File: src/rtl/burst_read_controller_pkg.sv
// burst_read_controller_pkg: UART packet bus beat type shared by receiver, transmitter and responders.
package burst_read_controller_pkg;
    typedef struct packed {
        logic [7:0] Source;
        logic [7:0] Destination;
        logic [7:0] Length;
        logic [7:0] Data;
        logic       SoP;
        logic       EoP;
        logic       Valid;
    } UART_PACKET;
endpackage

File: src/rtl/burst_read_controller.sv
// burst_read_controller: decodes read requests and streams register words back MSB-first as one packet.
// Define READ_CTRL_ERROR_RESP_EN to answer malformed requests with a 1-byte 8'hEE packet.
module burst_read_controller
    import burst_read_controller_pkg::*;
#(
    parameter int         DATA_BYTES   = 4,
    parameter int         ADDR_WIDTH   = 8,
    parameter int         MAX_BURST    = 16,
    parameter int         READ_LATENCY = 1,
    parameter logic [7:0] LOCAL_ADDR   = 8'h00
) (
    input  logic                    ipClk,
    input  logic                    ipReset,
    input  UART_PACKET              ipRxStream,
    input  logic                    ipTxReady,
    input  logic [DATA_BYTES*8-1:0] ipReadData,
    output UART_PACKET              opTxStream,
    output logic [ADDR_WIDTH-1:0]   opReadAddress,
    output logic                    opBusy
);
    localparam int         DW   = DATA_BYTES * 8;
    localparam logic [7:0] DB8  = 8'(DATA_BYTES);
    localparam logic [7:0] MAXB = 8'(MAX_BURST);
    localparam logic [3:0] LAT  = 4'(READ_LATENCY);
    localparam logic [3:0] LAST = 4'(DATA_BYTES - 1);
    localparam logic [3:0] PEN  = 4'(DATA_BYTES - 2);

    typedef enum logic [2:0] {
        IDLE, RX_COUNT, READ_WAIT, SEND
`ifdef READ_CTRL_ERROR_RESP_EN
        , ERROR
`endif
    } state_t;

    state_t                state_q, state_d;
    logic [ADDR_WIDTH-1:0] addr_q, addr_d;
    logic [7:0]            dst_q, dst_d, len_q, len_d, words_q, words_d;
    logic [3:0]            wait_q, wait_d, byte_q, byte_d;
    logic [DW-1:0]         shift_q, shift_d, sh;
    logic                  first_q, first_d;
    UART_PACKET            tx_q, tx_d;
    logic [7:0]            cnt;
    logic                  rx_take, unused_rx;

    assign rx_take   = ipRxStream.Valid && (ipRxStream.Destination == LOCAL_ADDR);
    assign unused_rx = ^{ipRxStream.Length, ipRxStream.Data};

    always_comb begin
        state_d = state_q;
        addr_d  = addr_q;
        dst_d   = dst_q;
        len_d   = len_q;
        words_d = words_q;
        wait_d  = wait_q;
        byte_d  = byte_q;
        shift_d = shift_q;
        first_d = first_q;
        tx_d    = tx_q;
        cnt     = (ipRxStream.Data == 8'd0) ? 8'd1 : ipRxStream.Data;
        sh      = shift_q << 8;
        case (state_q)
            IDLE: if (rx_take && ipRxStream.SoP) begin
                addr_d  = ipRxStream.Data[ADDR_WIDTH-1:0];
                dst_d   = ipRxStream.Source;
                words_d = 8'd1;
                len_d   = DB8;
                wait_d  = LAT + 4'd1;
                first_d = 1'b1;
                state_d = ipRxStream.EoP ? READ_WAIT : RX_COUNT;
            end
            RX_COUNT: if (rx_take) begin
                if (ipRxStream.EoP && cnt <= MAXB) begin
                    words_d = cnt;
                    len_d   = cnt * DB8;
                    state_d = READ_WAIT;
                end else begin
`ifdef READ_CTRL_ERROR_RESP_EN
                    state_d = ERROR;
                    tx_d    = '{Source: LOCAL_ADDR, Destination: dst_q, Length: 8'd1, Data: 8'hEE,
                                SoP: 1'b1, EoP: 1'b1, Valid: 1'b1};
`else
                    state_d = IDLE;
`endif
                end
            end
            READ_WAIT: if (wait_q == 4'd0) begin
                shift_d = ipReadData;
                byte_d  = 4'd0;
                state_d = SEND;
                tx_d    = '{Source: LOCAL_ADDR, Destination: dst_q, Length: len_q, Data: ipReadData[DW-1 -: 8],
                            SoP: first_q, EoP: (words_q == 8'd1) && (DATA_BYTES == 1), Valid: 1'b1};
            end else begin
                wait_d = wait_q - 4'd1;
            end
            SEND: if (ipTxReady) begin
                if (byte_q == LAST) begin
                    tx_d.Valid = 1'b0;
                    tx_d.SoP   = 1'b0;
                    tx_d.EoP   = 1'b0;
                    first_d    = 1'b0;
                    if (words_q == 8'd1) begin
                        words_d = 8'd0;
                        state_d = IDLE;
                    end else begin
                        words_d = words_q - 8'd1;
                        addr_d  = addr_q + ADDR_WIDTH'(1);
                        wait_d  = LAT;
                        state_d = READ_WAIT;
                    end
                end else begin
                    shift_d    = sh;
                    byte_d     = byte_q + 4'd1;
                    tx_d.Data  = sh[DW-1 -: 8];
                    tx_d.SoP   = 1'b0;
                    tx_d.EoP   = (words_q == 8'd1) && (byte_q == PEN);
                end
            end
`ifdef READ_CTRL_ERROR_RESP_EN
            ERROR: if (ipTxReady) begin
                tx_d.Valid = 1'b0;
                state_d    = IDLE;
            end
`endif
            default: state_d = IDLE;
        endcase
    end

    always_ff @(posedge ipClk) begin
        if (!ipReset) begin
            state_q <= IDLE;
            addr_q  <= '0;
            dst_q   <= '0;
            len_q   <= '0;
            words_q <= '0;
            wait_q  <= '0;
            byte_q  <= '0;
            shift_q <= '0;
            first_q <= 1'b0;
            tx_q    <= '0;
        end else begin
            state_q <= state_d;
            addr_q  <= addr_d;
            dst_q   <= dst_d;
            len_q   <= len_d;
            words_q <= words_d;
            wait_q  <= wait_d;
            byte_q  <= byte_d;
            shift_q <= shift_d;
            first_q <= first_d;
            tx_q    <= tx_d;
        end
    end

    assign opTxStream    = tx_q;
    assign opReadAddress = addr_q;
    assign opBusy        = (state_q != IDLE);
endmodule
File: config.mk
export PLATFORM = sky130hd
export DESIGN_NAME = burst_read_controller
export DESIGN_NICKNAME = d
export VERILOG_FILES = /design/src/rtl/burst_read_controller_pkg.sv /design/src/rtl/burst_read_controller.sv
export SDC_FILE = /design/constraint.sdc
export NUM_CORES = 1
export LEC_CHECK = 0
export ABC_AREA = 1
export CELL_PAD_IN_SITES_DETAIL_PLACEMENT = 1
export CELL_PAD_IN_SITES_GLOBAL_PLACEMENT = 1
export CORE_AREA = 3 3 119 133
export DETAILED_ROUTE_END_ITERATION = 7
export DIE_AREA = 0 0 122 136
export PLACE_DENSITY = 0.81
export REMOVE_ABC_BUFFERS = 1
export SLEW_MARGIN = 20
export SYNTH_ARGS = -nofsm -noshare
export SYNTH_HDL_FRONTEND = slang
export SYNTH_SLANG_ARGS = --single-unit
File: constraint.sdc
create_clock -name ipClk -period 1.65 [get_ports ipClk]
set_input_delay 0.165 -clock ipClk [delete_from_list [all_inputs] [get_ports ipClk]]
set_output_delay 0.165 -clock ipClk [all_outputs]
set_load 0.01 [all_outputs]
==> flow_metrics.tcl <==
set metrics [dict create \
    pwr-share-clk_pct 37.2 \
    worst_r2r_endpoint "wait_q[2]$_SDFFE_PN0P_" \
    die_x_um 122 \
    track_usage_pct 17.3 \
    grt_antenna_before_repair 0 \
    clock_sink_count 90 \
    critical_path.max_fanout 5 \
    layout.cell_area.non_filler_um2 6570 \
    grt.met3_usage_pct 2.33 \
    grt_pass1_vias 4917 \
    fin_worst_skew_ns 0.00789 \
    switching_share_pct 28.0 \
    hold-worst-slack_ns 0.299 \
    register_to_register_path_setup_slack_ns -0.07 \
    cp-end-kind "register" \
    synth.yosys.warnings 0 \
    worstPathCellList "inv_1 > ha_1 > nand2_1 > nor2_4 > inv_2 > nor2_1 > nor2_4 > buf_6 > nand4_1 > a21oi_2" \
    routed_wire_length_per_instance_um 16.9 \
    place.detailed.hpwl_mm 10.8 \
    initial_core_util_pct 31.2 \
    synthFlopType "sky130_fd_sc_hd__dfxtp_1" \
    antenna-diode-count 0 \
    die-area_um2 16600 \
    mostFrequentLayoutCell "sky130_fd_sc_hd__nand2_1" \
    worst_slack_ns -0.0744 \
    rsz_0062_raised_after_global_routing "yes" \
    cp_data_required_time_ns 1.87 \
    cts_max_level 3 \
    finalMaxSlewViolations 0 \
    synthDistinctLibCells 35 \
    route.vias.total 4912 \
    hold_path.class "input port to register" \
    layout_common_cells "168 x sky130_fd_sc_hd__nand2_1, 93 x sky130_fd_sc_hd__clkdlybuf4s50_1, 85 x sky130_fd_sc_hd__dfxtp_1, 56 x sky130_fd_sc_hd__nor2_1, 51 x sky130_fd_sc_hd__a21oi_1" \
    critical_path_class "register to register" \
    internal_power_mw 3.84 \
    synth_cells 640 \
    ys_ff_latch 90 \
    die_h_um 136 \
    power.combinational.fraction_pct 19.2 \
    max_clock_freq_ghz 0.580 \
    vias_per_cell 5.03 \
    grt_start_max_net_pins 33 \
    groute.layer.met2.usage_pct 32.5 \
    cts_tree "built" \
    timing.critical_path.slowest_cell_delay_ns 0.33 \
    setup.worst_path.start_class "register" \
    power.density_cell_area_nw_per_um2 813 \
    clockBufferDepth 2 \
    numPortBuffers 95 \
    timing.final.setup_violations 4 \
    p_leak_nw 2.69 \
    critical_path.slowest_cell "sky130_fd_sc_hd__dfxtp_1" \
    synth-edff-count 0 \
    synth-seq-area-share_pct 40.0 \
    final.period_utilization_pct 105 \
    core_area_um2 14400 \
    placedInstanceArea_um2 5890 \
    dpl_worst_slack_ns -0.256 \
    reg2reg_from "words_q[1]$_SDFFE_PN0P_" \
    n_fill_cell 1769 \
    clock_buffer_count_from_cts 9 \
    grt_pass1_wl_mm 23.3 \
    drive_gt1_share_pct 17.6 \
    synthesis.area_um2 4500 \
    drc 0 \
    worst_path_clk_slew_ns 0.07 \
    outcome "complete, but fails checks" \
    detail_route.wirelength_mm 16.5 \
    grt_util_met1_pct 19.8 \
    cap_viol_max_count 0 \
    postRouteAntennaNets 0 \
    number_of_hold_buffers_added_after_cts 0 \
    seqPwrFrac_pct 43.6 \
    globalRoute.busiestLayer "met2" \
    finalWeightedCongestion 0.867 \
    fin_crit_ns 1.72 \
    violations "negative setup slack" \
    area_growth_from_synthesis_to_final_layout_pct 45.8 \
    cp_common_cell "sky130_fd_sc_hd__nor2_4" \
    detailedRoute.firstPassIterationCount 4 \
    ys_async_sr_fraction_pct 0 \
    ios 114 \
    initial_detailed_routing_violation_count 203 \
    count_of_cells_along_the_worst_register_to_register_path 10 \
    ctsRootBufferMaster "sky130_fd_sc_hd__clkbuf_16" \
    final_net_count 862 \
    setup_tns_ns -0.195 \
    launch_point_of_the_critical_path "words_q[1]$_SDFFE_PN0P_" \
    hold_violations 0 \
    crit_arrival_ns 1.95 \
    rows 46 \
    global_route.overflow_total 0 \
    power.ir.vdd_worst_mv 0.482 \
    setup.worst_path.end "wait_q[2]$_SDFFE_PN0P_" \
    mean_syn_cell_area_um2 7.04 \
    total_switching_power_mw 1.49 \
    clk_latency_ns 0.35 \
]
per-stage QoR:
stage	instances	util (%)	power, mW
after detailed placement	946	40.8	3.25
final	976	45.5	5.34
after global placement	946	40.8	3.21
after floorplan	611	-	2.79
after CTS	963	43.2	5.24
after global routing	976	45.5	5.57
worst max-delay path: cells and delay by family (launching register included):
family | cells | cell delay (ns)
AND/OR/NAND/NOR | 5 | 0.68
AO/OA/AOI/OAI | 1 | 0.07
buffers and inverters | 3 | 0.33
adder cells (fa/ha/maj) | 1 | 0.18
flip-flops | 1 | 0.33
cell families after synthesis:
group                    Yosys count  share of synthesized area [%]
buffers and inverters             89                           9.39
adder cells (fa/ha/maj)           12                           3.33
other                              1                         0.0833
AO/OA/AOI/OAI                    144                           16.9
AND/OR/NAND/NOR                  298                           29.1
flip-flops                        90                           40.0
XOR/XNOR                           6                           1.17
power by group through the flow:
stage / logic [mW] / registers, mW / clock network (mW)
after global placement: 0.847 / 2.36 / 0
after global routing: 1.11 / 2.34 / 2.12
after detailed placement: 0.885 / 2.37 / 0
final: 1.02 / 2.33 / 1.98
after CTS: 0.917 / 2.32 / 2.00
after floorplan: 0.414 / 2.37 / 0
area by class of cell:
cell class | instances | area [µm²] | share of cell area [%]
clock buffer | 11 | 253 | 3.85
clock inverter | 4 | 27.5 | 0.419
inverter | 51 | 201 | 3.07
multi-input combinational | 471 | 2510 | 38.2
sequential | 90 | 1810 | 27.6
tap | 192 | 240 | 3.66
timing repair buffer | 157 | 1520 | 23.2
worst min path at each step:
stage	startpoint	endpoint	slack, ns	depth (start not counted)
after floorplan	ipReset	first_q$_SDFFE_PN0P_	0.29	2
after global placement	len_q[7]$_SDFFE_PN0P_	len_q[7]$_SDFFE_PN0P_	0.43	2
after detailed placement	len_q[7]$_SDFFE_PN0P_	len_q[7]$_SDFFE_PN0P_	0.44	2
after CTS	ipReset	wait_q[1]$_SDFFE_PN0P_	0.29	4
after global routing	ipReset	len_q[2]$_SDFFE_PN0P_	0.32	4
final	ipReset	len_q[2]$_SDFFE_PN0P_	0.30	4
repair_timing:
action | in CTS | in global routing
hold endpoints to repair | 0 | 0
buffers inserted | 2 | 9
gates cloned | 0 | 4
resized for setup | 14 | 48
setup endpoints to repair | 57 | 70
pin swaps | 4 | 12
synthesized netlist by cell type (2+ instances only):
| library cell | n | share of area, % |
|---|---|---|
| sky130_fd_sc_hd__nand2_1 | 175 | 15 |
| sky130_fd_sc_hd__dfxtp_1 | 90 | 40 |
| sky130_fd_sc_hd__nor2_1 | 60 | 5.0 |
| sky130_fd_sc_hd__a21oi_1 | 54 | 6.0 |
| sky130_fd_sc_hd__inv_1 | 48 | 4.0 |
| sky130_fd_sc_hd__o21ai_0 | 40 | 4.4 |
| sky130_fd_sc_hd__nand3_1 | 28 | 3.1 |
| sky130_fd_sc_hd__a31oi_1 | 24 | 3.3 |
| sky130_fd_sc_hd__o21ai_1 | 22 | 2.4 |
| sky130_fd_sc_hd__clkbuf_1 | 13 | 1.1 |
| sky130_fd_sc_hd__ha_1 | 12 | 3.3 |
| sky130_fd_sc_hd__nand4_1 | 11 | 1.5 |
| sky130_fd_sc_hd__buf_4 | 10 | 1.7 |
| sky130_fd_sc_hd__buf_2 | 9 | 1.0 |
| sky130_fd_sc_hd__nand2_2 | 6 | 0.83 |
| sky130_fd_sc_hd__nor2_2 | 6 | 0.83 |
| sky130_fd_sc_hd__buf_6 | 5 | 1.2 |
| sky130_fd_sc_hd__nand3_2 | 3 | 0.67 |
| sky130_fd_sc_hd__xnor2_1 | 3 | 0.58 |
| sky130_fd_sc_hd__xor2_1 | 3 | 0.58 |
| sky130_fd_sc_hd__inv_2 | 2 | 0.17 |
| sky130_fd_sc_hd__nor2_4 | 2 | 0.50 |
| sky130_fd_sc_hd__nor2_8 | 2 | 0.89 |
routing by layer:
metal	wire [µm]	vias to the layer above	part of all wire (%)
met5	0	-	0
met2	8800	117	53
met3	552	29	3.3
met1	6740	2407	41
met4	399	0	2.4
li1	-	2359	-
registers in the layout, summed over array words and instances (netlist names):
register / cells
len_q: 6
byte_q: 4
opTxStream: 25
words_q: 8
shift_q: 24
opReadAddress: 8
state_q: 2
wait_q: 4
dst_q: 8
first_q: 1
No activity file was read; power rests on OpenSTA's default activity.
